==> config.mk <==
export PLATFORM = sky130hd
export DESIGN_NAME = serial_adder
export DESIGN_NICKNAME = d
export VERILOG_FILES = /design/src/rtl/arith_pkg.sv /design/src/rtl/digit_adder.sv /design/src/rtl/serial_adder.sv
export SDC_FILE = /design/constraint.sdc
export NUM_CORES = 1
export LEC_CHECK = 0
export BUFFER_PORTS_ARGS = -buffer_cell sky130_fd_sc_hd__clkbuf_2
export CAP_MARGIN = 10
export CORE_UTILIZATION = 55
export CTS_CLUSTER_SIZE = 24
export DETAILED_ROUTE_END_ITERATION = 6
export GPL_TIMING_DRIVEN = 0
export PLACE_DENSITY = 0.79
export SLEW_MARGIN = 20
export SYNTH_ARGS = -nofsm -noshare
export SYNTH_HDL_FRONTEND = slang
export SYNTH_SLANG_ARGS = --single-unit
==> constraint.sdc <==
create_clock -name clk -period 5.4 [get_ports clk]
set_input_delay 0.81 -clock clk [delete_from_list [all_inputs] [get_ports clk]]
set_output_delay 0.81 -clock clk [all_outputs]
set_load 0.01 [all_outputs]
==> src/rtl/arith_pkg.sv <==
// Shared types and sizing helpers for the digit-serial arithmetic blocks.
// Holds the sequencer state type and the digit-count/counter-width helpers.
package arith_pkg;

    typedef enum logic [1:0] {
        ST_IDLE,
        ST_BUSY,
        ST_DONE
    } state_e;

    function automatic int num_digits(input int width, input int digit);
        return width / digit;
    endfunction

    function automatic int cnt_bits(input int n);
        return (n <= 1) ? 1 : $clog2(n);
    endfunction

endpackage

==> src/rtl/digit_adder.sv <==
// Combinational ripple adder for one DIGIT-bit slice.
// Carry in and carry out let the caller chain slices over time.
module digit_adder #(
    parameter int DIGIT = 4
) (
    input  logic [DIGIT-1:0] a,
    input  logic [DIGIT-1:0] b,
    input  logic             ci,
    output logic [DIGIT-1:0] sum,
    output logic             co
);

    always_comb begin : ripple
        logic c;
        c   = ci;
        sum = '0;
        for (int i = 0; i < DIGIT; i++) begin
            sum[i] = a[i] ^ b[i] ^ c;
            c      = (a[i] & b[i]) | (c & (a[i] ^ b[i]));
        end
        co = c;
    end

endmodule

==> src/rtl/serial_adder.sv <==
// Digit-serial adder: WIDTH-bit x + y + cin, DIGIT bits per cycle,
// with valid/ready handshakes on both the operand and result sides.
module serial_adder
    import arith_pkg::*;
#(
    parameter int WIDTH = 32,
    parameter int DIGIT = 4
) (
    input  logic             clk,
    input  logic             rst_n,
    input  logic             in_valid,
    output logic             in_ready,
    input  logic [WIDTH-1:0] x,
    input  logic [WIDTH-1:0] y,
    input  logic             cin,
    output logic             out_valid,
    input  logic             out_ready,
    output logic [WIDTH-1:0] s,
    output logic             cout,
    output logic             ovf
);

    if (DIGIT < 1 || DIGIT > WIDTH || (WIDTH % DIGIT) != 0) begin : g_bad_params
        $error("serial_adder: DIGIT must divide WIDTH and lie in 1..WIDTH");
    end

    localparam int N  = num_digits(WIDTH, DIGIT);
    localparam int CW = cnt_bits(N);

    state_e state_q, state_d;
    logic [WIDTH-1:0] x_q, x_d;
    logic [WIDTH-1:0] y_q, y_d;
    logic [WIDTH-1:0] acc_q, acc_d;
    logic [WIDTH-1:0] s_q, s_d;
    logic [CW-1:0] cnt_q, cnt_d;
    logic carry_q, carry_d;
    logic xmsb_q, xmsb_d;
    logic ymsb_q, ymsb_d;
    logic cout_q, cout_d;
    logic ovf_q, ovf_d;

    logic [DIGIT-1:0] dsum;
    logic dco;
    logic load;
    logic [WIDTH-1:0] acc_next;

    digit_adder #(.DIGIT(DIGIT)) u_digit (
        .a  (x_q[DIGIT-1:0]),
        .b  (y_q[DIGIT-1:0]),
        .ci (carry_q),
        .sum(dsum),
        .co (dco)
    );

    // New sum digit enters at the MSB end so the LSB digit lands at bit 0.
    assign acc_next = (acc_q >> DIGIT) | (WIDTH'(dsum) << (WIDTH - DIGIT));

    always_comb begin
        state_d   = state_q;
        x_d       = x_q;
        y_d       = y_q;
        acc_d     = acc_q;
        s_d       = s_q;
        cnt_d     = cnt_q;
        carry_d   = carry_q;
        xmsb_d    = xmsb_q;
        ymsb_d    = ymsb_q;
        cout_d    = cout_q;
        ovf_d     = ovf_q;
        in_ready  = 1'b0;
        out_valid = 1'b0;
        load      = 1'b0;

        unique case (state_q)
            ST_IDLE: begin
                in_ready = 1'b1;
                load     = in_valid;
            end
            ST_BUSY: begin
                x_d     = x_q >> DIGIT;
                y_d     = y_q >> DIGIT;
                carry_d = dco;
                acc_d   = acc_next;
                cnt_d   = cnt_q + CW'(1);
                if (cnt_q == CW'(N - 1)) begin
                    state_d = ST_DONE;
                    s_d     = acc_next;
                    cout_d  = dco;
                    ovf_d   = (xmsb_q == ymsb_q) && (acc_next[WIDTH-1] != xmsb_q);
                end
            end
            ST_DONE: begin
                out_valid = 1'b1;
                if (out_ready) begin
                    in_ready = 1'b1;
                    load     = in_valid;
                    state_d  = ST_IDLE;
                end
            end
            default: state_d = ST_IDLE;
        endcase

        if (load) begin
            state_d = ST_BUSY;
            x_d     = x;
            y_d     = y;
            carry_d = cin;
            xmsb_d  = x[WIDTH-1];
            ymsb_d  = y[WIDTH-1];
            acc_d   = '0;
            cnt_d   = '0;
        end
    end

    always_ff @(posedge clk or negedge rst_n) begin
        if (!rst_n) begin
            state_q <= ST_IDLE;
            x_q     <= '0;
            y_q     <= '0;
            acc_q   <= '0;
            s_q     <= '0;
            cnt_q   <= '0;
            carry_q <= 1'b0;
            xmsb_q  <= 1'b0;
            ymsb_q  <= 1'b0;
            cout_q  <= 1'b0;
            ovf_q   <= 1'b0;
        end else begin
            state_q <= state_d;
            x_q     <= x_d;
            y_q     <= y_d;
            acc_q   <= acc_d;
            s_q     <= s_d;
            cnt_q   <= cnt_d;
            carry_q <= carry_d;
            xmsb_q  <= xmsb_d;
            ymsb_q  <= ymsb_d;
            cout_q  <= cout_d;
            ovf_q   <= ovf_d;
        end
    end

    assign s    = s_q;
    assign cout = cout_q;
    assign ovf  = ovf_q;

endmodule

==> results of run 1 <==
-- stage by stage --
stage	utilization, %	hold WS (ps)	cells	worst slack (ps)	instance area [um^2]
2_1_floorplan	-	465	518	2820	5860
3_3_place_gp	63.4	487	758	1520	6550
3_5_place_dp	63.8	492	759	2580	6580
4_1_cts	69.3	218	791	2580	7150
5_1_grt	69.3	236	791	2520	7150
6_report	69.3	219	791	2590	7150
-- metal layers --
metal	part of all wire (%)	routed length, um	vias to the layer above
met2	49	6570	137
met4	2.8	369	0
met5	0	0	-
met3	3.8	501	28
li1	-	-	2056
met1	44	5870	2140
-- sequential cells by signal (all words and copies together), names as in the netlist --
name,count
acc_q,28
carry_q,1
cnt_q,3
cout,1
ovf,1
s,32
state_q,2
x_q,32
xmsb_q,1
y_q,32
ymsb_q,1
-- critical path, cell delays in order --
cell and delay, ps:
clkbuf_2 120, nand2b_1 150, clkbuf_1 530, nor2b_1 230, clkbuf_2 150
-- layout by cell type (no fill, tap or decap), drive strengths merged --
cell type,count
nand2b,4
nand3,51
and2,8
nand2,68
clkinv,8
mux2,34
a21oi,32
xnor2,1
clkinvlp,2
clkbuf,140
o21ai,55
nor2b,3
nand3b,1
a32oi,2
mux2i,45
nor2,5
bufinv,2
and3b,1
buf,26
a22o,2
a221o,7
inv,13
o31ai,2
fa,4
ha,2
a221oi,3
dfrtp,134
-- power by group through the flow --
stage	clock (W)	sequential (W)	combinational (W)
after floorplan	0	0.00169	0.00103
after global placement	0	0.00170	0.00141
after detailed placement	0	0.00173	0.00148
after CTS	0.00112	0.00172	0.00151
after global routing	0.00117	0.00177	0.00166
final	0.00111	0.00172	0.00149
-- final cells by class --
| cell class | count | area [um^2] | area share [%] |
|---|---|---|---|
| Buffer | 43 | 226 | 3.17 |
| Clock buffer | 18 | 418 | 5.84 |
| Clock inverter | 14 | 151 | 2.12 |
| Inverter | 11 | 41.3 | 0.577 |
| Multi-Input combinational cell | 330 | 2230 | 31.2 |
| Sequential cell | 134 | 3350 | 46.9 |
| Tap cell | 136 | 170 | 2.38 |
| Timing Repair Buffer | 105 | 557 | 7.79 |
-- kinds of logic (layout without fill, tap and decap cells) --
logic type | count (synthesis) | in the layout | share of synthesized area [%]
adder cells (fa/ha/maj) | 6 | 6 | 1.79
AO/OA/AOI/OAI | 103 | 103 | 11.1
buffers and inverters | 54 | 191 | 4.57
multiplexers | 79 | 79 | 14.2
AND/OR/NAND/NOR | 141 | 141 | 10.9
XOR/XNOR | 1 | 1 | 0.150
flip-flops | 134 | 134 | 57.3
-- worst paths after layout --
check,to,startpoint,cells after the start
setup / recovery,in_ready,out_ready,5
hold / removal,s[18],rst_n,1
setup reg to reg,ovf,y_q[0],9
hold reg to reg,s[2],s[2],1
max in group asynchronous,y_q[13],rst_n,2
min in group clk,s[2],s[2],1
==> flow_metrics.tcl, run 1 <==
set metrics [dict create \
    outcome "completed" \
    globalRouteMet1Util_pct 34.1 \
    synth_most_common_cell "dfrtp_1" \
    fill_cells 766 \
    p_total_w 0.00432 \
    std_cell_rows 37 \
    busiest_layer "met2" \
    combPwrFrac_pct 34.5 \
    synth_ff_type "dfrtp_1" \
    maxCapViolCount 0 \
    hpwl_mm 9.09 \
    cts_sinks 134 \
    antenna_cells 0 \
    clk_root_buffer_cell "clkbuf_8" \
    synth-seq-cells 134 \
    die_h_um 105 \
    num_vias 4361 \
    synth_commonest_cells "134 x dfrtp_1, 68 x nand2_1, 55 x o21ai_0, 51 x nand3_1, 45 x mux2i_1" \
    required_ps 4590 \
    core_area_um2 10300 \
    synth-seq-area-share_pct 57.3 \
    fp.dieArea_um2 11100 \
    start_util_pct 56.7 \
    async_reset_ff_share_pct 100 \
    synth.avg_cell_area_um2 11.3 \
    worstPathArrival_ps 2000 \
    pwr-share-clk_pct 25.6 \
    crit_type "primary input to primary output" \
    holdBufCountCts 0 \
    grtUsageMet2_pct 42.0 \
    gr-usage-met3_pct 5.74 \
    cts_setup_buffers 0 \
    drive_gt1_share_pct 31.9 \
    routabilityCongestion 0.833 \
    slew_viol_final 0 \
    synthTopCellsByArea "dfrtp_1 57%, mux2i_1 7.7%, mux2_2 6.5%" \
    fin_crit_ps 2810 \
    antenna_found_initial 0 \
    yosysWarnings 0 \
    synth_edf_count 0 \
    drcViolationCount 0 \
    h-tree-depth 4 \
    synth_nets 593 \
    p_int_w 0.00277 \
    grt.total_usage_pct 26.2 \
    crit_fanout 10 \
    slew_headroom_pct 55.8 \
    cts_tree "yes" \
    ios 105 \
    synth.distinct_cells 28 \
    finalSetupTns_ps 0 \
    worstMarginPinSlew_ps 662 \
    power_per_cell_area_nw_per_um2 604 \
    area_delta_synth_final_pct 22.1 \
    io_buffer_count 104 \
    crit_path_end_kind "primary output" \
    leakage_nw 3.50 \
    netlist_instances 518 \
    grt_pass1_wl_mm 22.1 \
    grt_start_max_net_pins 90 \
    hp-class "primary input to async pin" \
    cts_buffer_depth 2 \
    drt_iter0_drc 190 \
    clk_latency_ps 520 \
    drt-pass1-iter-count 5 \
    synth_area_um2 5860 \
    numCtsBuffers 17 \
    critPathLaunchType "primary input" \
    setup_viol 0 \
    synth.largest_area_cell "dfrtp_1" \
    grt_pass1_vias 4425 \
    p_seq_share_pct 39.8 \
    wl_per_cell_um 16.8 \
    postRouteAntennaNets 0 \
    synth.top_cell.area_share_pct 57.3 \
    max_freq_ghz 0.356 \
    irDropWorstVdd_v 0.000250 \
    rsz0062_at_grt "false" \
    ctsResizeCount 0 \
    min_period_over_period_pct 52.0 \
    reg2reg_slack_ps 2680 \
    grt-ovfl-total 0 \
    clk_pin_slew_worst_paths_ps 60 \
    wl_mm 13.3 \
    nets 717 \
    vias_per_cell 5.51 \
    die_w_um 105 \
    sw_frac_of_total_pct 35.9 \
    p_sw_w 0.00155 \
    fin_skew_ps 8.87 \
    hold_viol_final 0 \
]
Note: power is estimated with default switching activity, not from simulation.
==> inputs of run 2 (changes only) <==
--- a/config.mk
+++ b/config.mk
@@ -7,11 +7,11 @@
 export LEC_CHECK = 0
 export BUFFER_PORTS_ARGS = -buffer_cell sky130_fd_sc_hd__clkbuf_2
 export CAP_MARGIN = 10
-export CORE_UTILIZATION = 55
+export CORE_UTILIZATION = 50
 export CTS_CLUSTER_SIZE = 24
 export DETAILED_ROUTE_END_ITERATION = 6
 export GPL_TIMING_DRIVEN = 0
-export PLACE_DENSITY = 0.79
+export PLACE_DENSITY = 0.76
 export SLEW_MARGIN = 20
 export SYNTH_ARGS = -nofsm -noshare
 export SYNTH_HDL_FRONTEND = slang
==> constraint.sdc (replaced) <==
create_clock -name clk -period 2.4 [get_ports clk]
set_input_delay 0.36 -clock clk [delete_from_list [all_inputs] [get_ports clk]]
set_output_delay 0.36 -clock clk [all_outputs]
set_load 0.01 [all_outputs]
==> run 2 against run 1 <==
Net effect:
- the flow now finishes with violations (negative setup slack)
- count of clock-buffer cells in the layout increased by 1
- power increased by 130%
- design area increased by 1.7%
- worst hold slack got worse by 43 ps
- first-iteration DRC count increased by 26%
- clock power increased by 140%
- global-route usage decreased by 3.0 points
- non-clock buffer count increased by 5
- clock skew increased by 0.81 ps
- combinational power increased by 130%
- worst setup slack got worse by 2700 ps
- via count increased by 0.57%
- largest power group unchanged
==> flow_metrics.tcl, run 2 (same netlist as run 1, synthesis figures left out) <==
set metrics [dict create \
    outcome "complete, but fails checks" \
    violations "negative setup slack" \
    combPwrFrac_pct 34.4 \
    drcViolationCount 0 \
    hold_viol_final 0 \
    p_sw_w 0.00347 \
    mostFrequentLayoutCells "134 x dfrtp_1, 103 x clkbuf_2, 68 x nand2_1" \
    drive_gt1_share_pct 33.9 \
    required_ps 2690 \
    place_ws_ps -158 \
    fin_crit_ps 2460 \
    num_vias 4386 \
    sw_frac_of_total_pct 34.7 \
    cp_cell_sequence "inv_2 > fa_2 > inv_2 > fa_2 > fa_2 > fa_2 > and3b_1 > a21oi_2 > o21ai_1" \
    wl_per_cell_um 16.3 \
    p_int_w 0.00654 \
    crit_path_end_kind "flip-flop" \
    cts_buffer_depth 2 \
    p_seq_share_pct 38.6 \
    min_period_over_period_pct 103 \
    slew_viol_final 0 \
    routabilityCongestion 0.846 \
    maxCapViolCount 0 \
    p_total_w 0.0100 \
    clk_pin_slew_worst_paths_ps 60 \
    final_common_cell "dfrtp_1" \
    grt_pass1_wl_mm 20.9 \
    antenna_cells 0 \
    setup_viol 2 \
    antenna_found_initial 0 \
    start_util_pct 51.3 \
    grt-ovfl-total 0 \
    leakage_nw 3.54 \
    worstMarginPinSlew_ps 655 \
    std_cell_rows 39 \
    critPathMaxStageDelay_ps 540 \
    setup_slack_ps -64.8 \
    area_delta_synth_final_pct 24.2 \
    wl_mm 13.1 \
    fill_cells 894 \
    crit_family "adder cells" \
    crit_fanout 2 \
    fp.dieArea_um2 12100 \
    io_buffer_count 104 \
    critPathLaunchType "flip-flop" \
    rsz0062_at_grt "true" \
    slew_headroom_pct 56.3 \
    power_per_cell_area_nw_per_um2 1380 \
    grt.total_usage_pct 23.2 \
    ios 105 \
    grt_pass1_vias 4136 \
    hpwl_mm 9.12 \
    critPathBufInv 2 \
    crit_slowest_cell "fa_2" \
    cts_sinks 134 \
    nets 722 \
    irDropWorstVdd_v 0.000692 \
    vias_per_cell 5.46 \
    grt_start_max_net_pins 85 \
    core_area_um2 11400 \
    path_common_cell "fa_2" \
    pwr-share-clk_pct 26.9 \
    die_h_um 110 \
    hp-class "primary input to flip-flop" \
    numCtsBuffers 17 \
    drt_iter0_drc 239 \
    final_util_pct 63.7 \
    worstPathArrival_ps 2750 \
    drt-pass1-iter-count 5 \
    postRouteAntennaNets 0 \
    clk_root_buffer_cell "clkbuf_16" \
    die_w_um 110 \
    clk_latency_ps 410 \
    cts_tree "yes" \
    fin_skew_ps 9.68 \
    max_freq_ghz 0.406 \
    crit_type "flip-flop to flip-flop" \
    h-tree-depth 4 \
    whs_ps 176 \
]
==> run 2: changes by cell type in the layout (fill, tap and decap cells not counted), sizes merged <==
| cell | change |
|---|---|
| bufinv | +1 |
| clkinvlp | +1 |
| clkbuf | +1 |
| inv | +1 |
| dlygate4sd3 | +1 |
| clkinv | -4 |
| buf | +4 |
==> run 2: worst min-delay path, cell delays in order <==
cell	delay [ps]
clkbuf_2	80
nand3_1	50
o21ai_0	60
==> run 2: layout make-up <==
cell class / instances / area [um^2] / share of cell area [%]
flip-flops and latches: 134 / 3350 / 46.1
clock inverters: 13 / 170 / 2.34
plain buffers: 43 / 226 / 3.11
well taps: 143 / 179 / 2.46
inverters: 11 / 41.3 / 0.568
clock buffers: 19 / 453 / 6.23
repair buffers: 110 / 597 / 8.21
multi-input cells: 330 / 2250 / 31.0
==> run 2: final timing paths <==
check | startpoint | depth (start not counted) | to | slack, ps
worst max-delay path | carry_q | 9 | ovf | -60
worst min register to register | s[26] | 1 | s[26] | 500
worst min-delay path | y[5] | 3 | y_q[5] | 180
worst max register to register | carry_q | 9 | ovf | -60
max in group asynchronous | rst_n | 3 | y_q[13] | 1190
min in group asynchronous | rst_n | 2 | s[18] | 470
==> run 2: through the flow <==
stage	instances	instance area, um^2	TNS, ps
6_report	803	7270	-66.7
5_1_grt	803	7270	-297
4_1_cts	802	7260	-86.0
3_5_place_dp	766	6600	-160
3_3_place_gp	765	6560	-140210
2_1_floorplan	518	5860	0
==> run 2: per-layer routing <==
layer	track usage, %	wire length [um]
met5	0	0
met1	30.4	5770
met3	5.23	661
met2	37.6	6350
met4	9.02	316
==> run 2: what timing repair did <==
| action | in CTS | in global routing |
|---|---|---|
| buffers inserted | 3 | 1 |
| gates cloned | 0 | 0 |
| gates resized for setup | 6 | 2 |
| pin swaps | 5 | 2 |
| endpoints found under the setup margin | 2 | 3 |
| hold buffers | 1 | 0 |
| hold endpoints to repair | 50 | 0 |
==> run 2: power by group through the flow <==
stage	Sequential, W	Combinational, W	Clock (W)
floorplan	0.00380	0.00231	0
global placement	0.00386	0.00318	0
detailed placement	0.00390	0.00332	0
CTS	0.00387	0.00344	0.00273
global route	0.00398	0.00385	0.00282
finish	0.00387	0.00345	0.00270
==> inputs of run 3 (changes only) <==
--- a/config.mk
+++ b/config.mk
@@ -5,13 +5,15 @@
 export SDC_FILE = /design/constraint.sdc
 export NUM_CORES = 1
 export LEC_CHECK = 0
+export ABC_AREA = 1
 export BUFFER_PORTS_ARGS = -buffer_cell sky130_fd_sc_hd__clkbuf_2
 export CAP_MARGIN = 10
-export CORE_UTILIZATION = 50
+export CORE_UTILIZATION = 51
+export CTS_CLUSTER_DIAMETER = 150
 export CTS_CLUSTER_SIZE = 24
 export DETAILED_ROUTE_END_ITERATION = 6
 export GPL_TIMING_DRIVEN = 0
-export PLACE_DENSITY = 0.76
+export PLACE_DENSITY = 0.77
 export SLEW_MARGIN = 20
 export SYNTH_ARGS = -nofsm -noshare
 export SYNTH_HDL_FRONTEND = slang
==> run 3 against run 2 <==
Net effect:
- maximum frequency up 3.9%
- die area increased by 1.3%
- combinational power increased by 17%
- sequential power down 2%
- largest cell class unchanged
- register-to-register slack improved by 90 ps
- power grew 2.5%
- first-iteration DRC count increased by 54%
- global-route usage rose by 1.1 points
- the flow now finishes without violations
==> flow_metrics.tcl, run 3 <==
set metrics [dict create \
    synth.avg_cell_area_um2 7.79 \
    synth-seq-cells 134 \
    nets 979 \
    postRouteAntennaNets 0 \
    grt_start_max_net_pins 71 \
    area_delta_synth_final_pct 21.8 \
    netlist_instances 777 \
    fin_crit_ps 2370 \
    required_ps 2760 \
    synth-seq-area-share_pct 55.4 \
    clk_root_buffer_cell "clkbuf_16" \
    die_w_um 111 \
    worstHoldStart "y[28]" \
    multiInputGateArea_um2 2260 \
    cts_tree "yes" \
    max_freq_ghz 0.421 \
    synth_nets 852 \
    fin_skew_ps 7.56 \
    h-tree-depth 4 \
    synth.distinct_cells 19 \
    numCtsBuffers 17 \
    hold_viol_final 0 \
    vias_per_cell 4.90 \
    ios 105 \
    fill_cells 968 \
    synthTopCellsByArea "dfrtp_1 55%, nand2_1 20%, nor2_1 8.6%" \
    synth_area_um2 6050 \
    critPathLaunchType "flip-flop" \
    leakage_nw 4.23 \
    clk_pin_slew_worst_paths_ps 60 \
    hp-class "primary input to flip-flop" \
    final_common_cell "nand2_1" \
    reg2reg_slack_ps 30 \
    final_util_pct 64.3 \
    rr_endpoint "ovf" \
    yosysWarnings 0 \
    place_ws_ps -112 \
    ff_latch_area_um2 3350 \
    irDropWorstVdd_v 0.000783 \
    slew_headroom_pct 65.4 \
    setup_viol 0 \
    worstPathArrival_ps 2730 \
    worstMarginPinSlew_ps 519 \
    start_util_pct 52.8 \
    grt-ovfl-total 0 \
    synth_commonest_cells "316 x nand2_1, 138 x nor2_1, 134 x dfrtp_1, 52 x inv_1, 33 x o21ai_1" \
    crit_fanout 3 \
    die_h_um 111 \
    rr_startpoint "x_q[0]" \
    crit_path_end "ovf" \
    crit_path_end_kind "flip-flop" \
    clk_latency_ps 420 \
    final_cell_count_no_fill 1060 \
    core_area_um2 11500 \
    drcViolationCount 0 \
    min_period_over_period_pct 98.9 \
    grt.total_usage_pct 24.3 \
    drt_iter0_drc 367 \
    maxCapViolCount 0 \
    cts_buffer_depth 2 \
    synth.top_cell.area_share_pct 55.4 \
    drt-pass1-iter-count 4 \
    whs_path_depth 3 \
    wl_per_cell_um 13.3 \
    cts_sinks 134 \
    io_buffer_count 104 \
    antenna_found_initial 0 \
    drive_gt1_share_pct 19.8 \
    routabilityCongestion 0.841 \
    mostFrequentLayoutCells "316 x nand2_1, 138 x nor2_1, 134 x dfrtp_1" \
    synth.largest_area_cell "dfrtp_1" \
    antenna_cells 0 \
    hpwl_mm 9.52 \
    wl_mm 14.1 \
    fp.dieArea_um2 12300 \
    grt_pass1_wl_mm 23.4 \
    synth_most_common_cell "nand2_1" \
    std_cell_rows 39 \
    slew_viol_final 0 \
    dp.cells 1025 \
    setup_slack_ps 26.7 \
    num_vias 5194 \
    startpoint "x_q[0]" \
    ff2ff_path_depth 10 \
    synth_edf_count 0 \
    power_per_cell_area_nw_per_um2 1390 \
    async_reset_ff_share_pct 100 \
    outcome "completed" \
    grt_pass1_vias 4889 \
    crit_type "flip-flop to flip-flop" \
    synth_ff_type "dfrtp_1" \
    rsz0062_at_grt "true" \
]
run 3: cell types whose count changed after synthesis, sizes merged, moves of 6 or more:
cell and delta:
a21oi -32, a221o -7, and2 -8, clkbuf -6, inv +45, mux2 -34, mux2i -45, nand2 +249
nand3 -21, nor2 +133, o21ai -8
run 3: timing repair:
item	in CTS	in global routing
buffers inserted	0	2
hold buffers	1	0
hold endpoints to repair	64	0
pin swaps	2	4
endpoints found under the setup margin	2	2
resized for setup	2	6
cloned	0	0
run 3: logic make-up after synthesis:
group                    after synthesis  share of synthesized area (%)
AO/OA/AOI/OAI                         47                           3.89
XOR/XNOR                               1                          0.145
adder cells (fa/ha/maj)                6                           1.74
buffers and inverters                 98                           7.38
flip-flops                           134                           55.4
AND/OR/NAND/NOR                      491                           31.4
run 3: how the worst min path moves through the flow:
| stage | endpoint | slack (ps) |
|---|---|---|
| 6_report | y_q[28] | 150 |
| 5_1_grt | y_q[30] | 150 |
| 4_1_cts | y_q[28] | 140 |
| 3_5_place_dp | s[11] | 390 |
| 3_3_place_gp | s[3] | 470 |
| 2_1_floorplan | acc_q[10] | 60 |
run 3: layout make-up:
class	count	share of cell area [%]
Buffer	42	3.21
Clock buffer	23	6.35
Clock inverter	9	1.05
Inverter	56	2.85
Multi-Input combinational cell	545	30.7
Sequential cell	134	45.5
Tap cell	143	2.43
Timing Repair Buffer	108	7.89
run 3: per-layer routing:
layer / global-route usage (%) / share of wire, % / vias to the layer above
met1: 32.4 / 45 / 2404
met5: 0 / 0 / -
met2: 39.4 / 48 / 159
li1: - / - / 2611
met3: 5.19 / 5.4 / 20
met4: 8.44 / 1.7 / 0
run 3: worst max-delay path, cell delays in order, from the launching register on:
cell     delay [ps]
dfrtp_1         390
inv_1            80
fa_2            200
inv_2            40
fa_2            350
fa_2            350
fa_1            570
inv_2            70
o21ai_1         120
nand3_1          90
nand2_1          60
run 3: power by group:
group          switching (W)  internal [W]  total [W]
logic                0.00255       0.00149    0.00404
registers           0.000553       0.00325    0.00381
clock network       0.000945       0.00147    0.00241
total                0.00405       0.00621     0.0103
run 3: metrics by stage:
| step | hold slack (ps) | power, W | area (um^2) | setup TNS (ps) |
|---|---|---|---|---|
| after CTS | 144 | 0.0102 | 7350 | 0 |
| after global routing | 155 | 0.0111 | 7370 | -64.6 |
| after detailed placement | 388 | 0.00775 | 6790 | -222 |
| after floorplan | 64.4 | 0.00655 | 6060 | 0 |
| final | 149 | 0.0103 | 7370 | 0 |
| after global placement | 470 | 0.00759 | 6760 | -153980 |
